===== config.mk =====
export PLATFORM = sky130hd
export DESIGN_NAME = sram_responder
export DESIGN_NICKNAME = d
export VERILOG_FILES = /design/src/rtl/sram_responder.sv
export SDC_FILE = /design/constraint.sdc
export NUM_CORES = 2
export LEC_CHECK = 0
export ABC_AREA = 1
export ABC_CLOCK_PERIOD_IN_PS = 6300
export BUFFER_PORTS_ARGS = -buffer_cell sky130_fd_sc_hd__buf_2
export CORE_MARGIN = 3
export CORE_UTILIZATION = 40
export CTS_CLUSTER_DIAMETER = 80
export CTS_CLUSTER_SIZE = 14
export DETAILED_ROUTE_END_ITERATION = 8
export SYNTH_ARGS = -nofsm -noshare
export SYNTH_HDL_FRONTEND = slang
export SYNTH_SLANG_ARGS = --single-unit

===== constraint.sdc =====
create_clock -name clk -period 6.3 [get_ports clk]
set_input_delay 0.315 -clock clk [delete_from_list [all_inputs] [get_ports clk]]
set_output_delay 0.315 -clock clk [all_outputs]
set_load 0.02 [all_outputs]

===== src/rtl/sram_responder.sv =====
// Data-memory responder for the core's SRAM port: scrubs the array to zero after reset,
// serves single-cycle reads/writes, accepts idle-cycle preloads and flags protocol violations.
module sram_responder #(
    parameter int unsigned N              = 8,
    parameter int unsigned RF_addressBits = 3,
    parameter int unsigned ADDR_W         = 2 ** RF_addressBits
) (
    input  logic              clk,
    input  logic              rst_n,
    input  logic              SRAM_readEnable,
    input  logic              SRAM_writeEnable,
    input  logic [ADDR_W-1:0] SRAM_address,
    input  logic [N-1:0]      SRAM_data_in,
    output logic [N-1:0]      SRAM_data,
    input  logic              load_valid,
    output logic              load_ready,
    input  logic [ADDR_W-1:0] load_address,
    input  logic [N-1:0]      load_data,
    output logic              init_done,
    output logic              access_error
);
    localparam int unsigned DEPTH = 2 ** ADDR_W;

    typedef enum logic {
        CLEAR,
        READY
    } state_t;

    state_t            r_state;
    logic [ADDR_W-1:0] r_clear_ptr;
    logic [N-1:0]      r_sram_data;
    logic              r_init_done;
    logic              r_access_error;
    logic [N-1:0]      r_mem [DEPTH];

    logic              w_ready;
    logic              w_rd;
    logic              w_wr;
    logic              w_load;
    logic              w_mem_we;
    logic [ADDR_W-1:0] w_mem_addr;
    logic [N-1:0]      w_mem_wdata;

    assign w_ready    = (r_state == READY);
    assign w_rd       = w_ready && SRAM_readEnable && !SRAM_writeEnable;
    assign w_wr       = w_ready && SRAM_writeEnable && !SRAM_readEnable;
    assign load_ready = w_ready && !SRAM_readEnable && !SRAM_writeEnable;
    assign w_load     = load_valid && load_ready;

    // Single array write port: scrub while clearing, otherwise processor write before preload.
    always_comb begin
        w_mem_we    = 1'b0;
        w_mem_addr  = r_clear_ptr;
        w_mem_wdata = '0;
        if (!w_ready) begin
            w_mem_we = 1'b1;
        end else if (w_wr) begin
            w_mem_we    = 1'b1;
            w_mem_addr  = SRAM_address;
            w_mem_wdata = SRAM_data_in;
        end else if (w_load) begin
            w_mem_we    = 1'b1;
            w_mem_addr  = load_address;
            w_mem_wdata = load_data;
        end
    end

    always_ff @(posedge clk) begin
        if (w_mem_we) begin
            r_mem[w_mem_addr] <= w_mem_wdata;
        end
    end

    always_ff @(posedge clk or negedge rst_n) begin
        if (!rst_n) begin
            r_state        <= CLEAR;
            r_clear_ptr    <= '0;
            r_sram_data    <= '0;
            r_init_done    <= 1'b0;
            r_access_error <= 1'b0;
        end else begin
            r_access_error <= 1'b0;
            case (r_state)
                CLEAR: begin
                    r_clear_ptr    <= r_clear_ptr + ADDR_W'(1);
                    r_access_error <= SRAM_readEnable || SRAM_writeEnable;
                    if (r_clear_ptr == ADDR_W'(DEPTH - 1)) begin
                        r_state     <= READY;
                        r_init_done <= 1'b1;
                    end
                end
                READY: begin
                    r_access_error <= SRAM_readEnable && SRAM_writeEnable;
                    if (w_rd) begin
                        r_sram_data <= r_mem[SRAM_address];
                    end
                end
                default: begin
                    r_state <= CLEAR;
                end
            endcase
        end
    end

    assign SRAM_data    = r_sram_data;
    assign init_done    = r_init_done;
    assign access_error = r_access_error;

endmodule


==> key figures <==
Outcome
  – Status: finished, final reports clean

Route
  – DR vias: 54200
  – Met3 WL: 18400 um
  – DR iter-0 viols: 6456
  – Avg Vias per Cell: 5.59
  – Uppermost layer routed: met5
  – Post-route DRC: 0
  – Routed Antenna Nets: 0
  – Final WL: 234000 um
  – Post-Route M1 WL: 94000 um
  – Avg WL per Cell: 24.1 um
  – Detailed Routing Iterations Pass 1: 6
  – Metal2 WL: 111000 um

Floorplan
  – Initial core utilization: 0.403
  – Die H: 463 um
  – # IOs: 48
  – Die area: 0.214 mm^2
  – FP Rows: 167
  – CORE AREA: 0.207 mm^2
  – Die Wd: 463 um

Pwr
  – Leak: 32.1 nW
  – Peak VDD IR: 0.178 mV
  – Overall power: 0.0255 W
  – Pwr Density: 280 mW/mm^2

Worst setup path
  – Kind of critical path: flip-flop to flip-flop
  – Critical-path cell list: inv_2, nor3_2, inv_2, o22ai_1, o21bai_1, inv_1, nor2_1, nand2_1, nor2_1
  – Critical-path top delay cell: nor2_1
  – RR Endpoint: r_mem[87][6]
  – CP Buf/Inv Count: 3
  – Reg2reg path depth: 9
  – Largest stage delay, worst path: 0.82 ns
  – Beginning of the critical path: r_state
  – CP endpoint kind: flip-flop
  – Delay-heaviest family, CP: simple AND/OR/NAND/NOR gates
  – WP data arrival: 5.04 ns
  – WP data required: 6.72 ns
  – Reg2reg setup slack: 1.68 ns
  – Worst-path maximum fanout: 16
  – Reg2reg start: r_state
  – CP Launch Type: flip-flop

Clock tree
  – Post-cts sizing count: 0
  – TritonCTS clock tree: yes
  – Setup Buffers After CTS: 0
  – Clk_lat worst skew: 0.81 ns
  – Htree depth: 4
  – Clk sinks: 2067
  – Longest Clk Path Bufs: 3
  – TritonCTS buffer count: 166
  – Root Buffer Master: clkbuf_16
  – Clock-pin slew on the worst setup and hold paths: 0.07 ns

STA
  – Max-slew violations: 0
  – Worst-Margin Slew: 1.24 ns
  – Final hold vios: 0
  – Relative slew slack: 0.170
  – Max Fclk: 0.216 GHz
  – RSZ-0062 raised after global routing: no
  – Min Tclk post-route: 4.62 ns
  – Setup TNS: 0 ns
  – Final setup viols: 0
  – Setup Skew: 0.0236 ns
  – Final period util: 0.733
  – Worst setup margin: 1.68 ns

Run
  – Max-cap viol count: 0

Final layout
  – Final #Nets: 6920
  – Layout cells sized above 1: 0.0524
  – Fill count: 19000
  – Multi-input logic area: 0.0197 mm^2
  – Fin area: 0.0910 mm^2
  – Synth-to-Final Area Change: 9.03%
  – Reg area: 0.0620 mm^2
  – Final std cells w/o fill: 9702

Synth
  – Cells after Synth: 7065
  – Net Count, Synth: 7103
  – #FFs+latches synth: 2067
  – Yosys top cell by area: edfxtp_1
  – Top cells by area, synth: edfxtp_1, nand3_1, nand2_1, clkbuf_1, nor2_1
  – Seq/Total Area, Yosys: 0.742
  – Synth top cells by count: nand2_1, edfxtp_1, nand3_1
  – Post-synthesis cell type count: 28
  – Synth top area share: 0.737
  – Cell Area, Synth: 0.0835 mm^2
  – Syn. warnings: 0
  – Post-synth EDFFs: 2048
  – Count leader, synth: nand2_1
  – Avg Inst Size Synth: 11.8 um^2
  – Post-synth top flop: edfxtp_1
  – Synth async-reset ratio: 0.00919

Global route
  – GRT Util Overall: 0.213
  – Largest net degree at the start of global routing: 201
  – First-pass GRT wire length: 343000 um
  – Initial antenna violation count: 6
  – Total gr overflow: 0
  – Vias in the first global route: 53200

Worst hold path
  – Worst min-delay path class: input pin to asynchronous set/reset pin

Place
  – Hpwl dp: 132000 um
  – DP Cell Count: 9498
  – Pre-CTS setup slack: 1.81 ns
  – GPL Wtd Cong: 0.936
  – Placed inst area: 0.0865 mm^2
  – # port buffers: 47
-- through the flow --
| stage | utilization | hold slack [ns] |
|---|---|---|
| floorplan | - | 0.0194 |
| CTS | 0.439 | 0.0386 |
| detailed placement | 0.417 | 0.397 |
| finish | 0.439 | 0.0735 |
| global route | 0.439 | 0.0827 |
| global placement | 0.417 | 0.387 |
-- routing by layer --
metal / track usage / vias up
met2: 0.349 / 2349
met5: 0 / -
met4: 0.0882 / 6
li1: - / 24600
met3: 0.0376 / 436
met1: 0.280 / 26800
-- cell type report --
cell class	instances	share of cell area
diodes	3	0.0000825
clock buffers	186	0.0476
clock inverters	11	0.00151
inverters	26	0.00135
multi-input cells	4488	0.216
flip-flops and latches	2067	0.681
well taps	2788	0.0383
repair buffers	133	0.0141
-- placed cells by master (no fill, tap or decap), types with 8 or more instances in the layout --
| master | netlist | routed |
|---|---|---|
| nand2_1 | 2135 | 2111 |
| nand2_4 | 0 | 8 |
| inv_2 | 9 | 8 |
| nand3_1 | 2043 | 2043 |
| buf_12 | 0 | 29 |
| clkbuf_1 | 383 | 15 |
| dfrtp_1 | 19 | 19 |
| nor2_1 | 274 | 274 |
| inv_1 | 15 | 13 |
| buf_4 | 0 | 54 |
| clkbuf_16 | 0 | 171 |
| buf_2 | 26 | 43 |
| nand2_2 | 1 | 17 |
| edfxtp_1 | 2048 | 2048 |
-- how the worst max path moves through the flow --
| stage | cells after the start | slack (ns) | to |
|---|---|---|---|
| after floorplan | 7 | 1.16 | r_mem[0][0] |
| after global placement | 9 | 1.76 | r_mem[16][7] |
| after detailed placement | 9 | 1.81 | r_mem[85][7] |
| after CTS | 9 | 1.80 | r_mem[18][7] |
| after global routing | 8 | 1.50 | r_mem[220][0] |
| final | 9 | 1.68 | r_mem[87][6] |
-- flip-flops by register name, summed over array words and instances, names as in the netlist --
register      count
SRAM_data         8
access_error      1
init_done         1
r_clear_ptr       8
r_mem          2048
r_state           1
-- what timing repair did --
| item | in CTS | in global routing |
|---|---|---|
| setup endpoints to repair | 0 | 0 |
| hold endpoints to repair | 21 | 0 |
| hold buffers | 4 | 0 |
-- where the power goes --
part | internal [W] | switching (W)
clock network | 0.00484 | 0.00456
registers | 0.0149 | 0.00000675
logic | 0.000317 | 0.000902
total | 0.0200 | 0.00547
-- logic make-up (layout without fill, tap and decap cells) --
group                      Yosys count  in the layout  synth area share
AOI/OAI and AO/OA                   17             17           0.00163
xor gates and xnor gates             6              6          0.000630
adders and majority gates            1              1          0.000150
buffers and inverters              510            356            0.0233
DFF                               2067           2067             0.742
other                                0              3                 0
and+or+nand+nor                   4464           4464             0.232
Power figures use the tool's default switching activity.
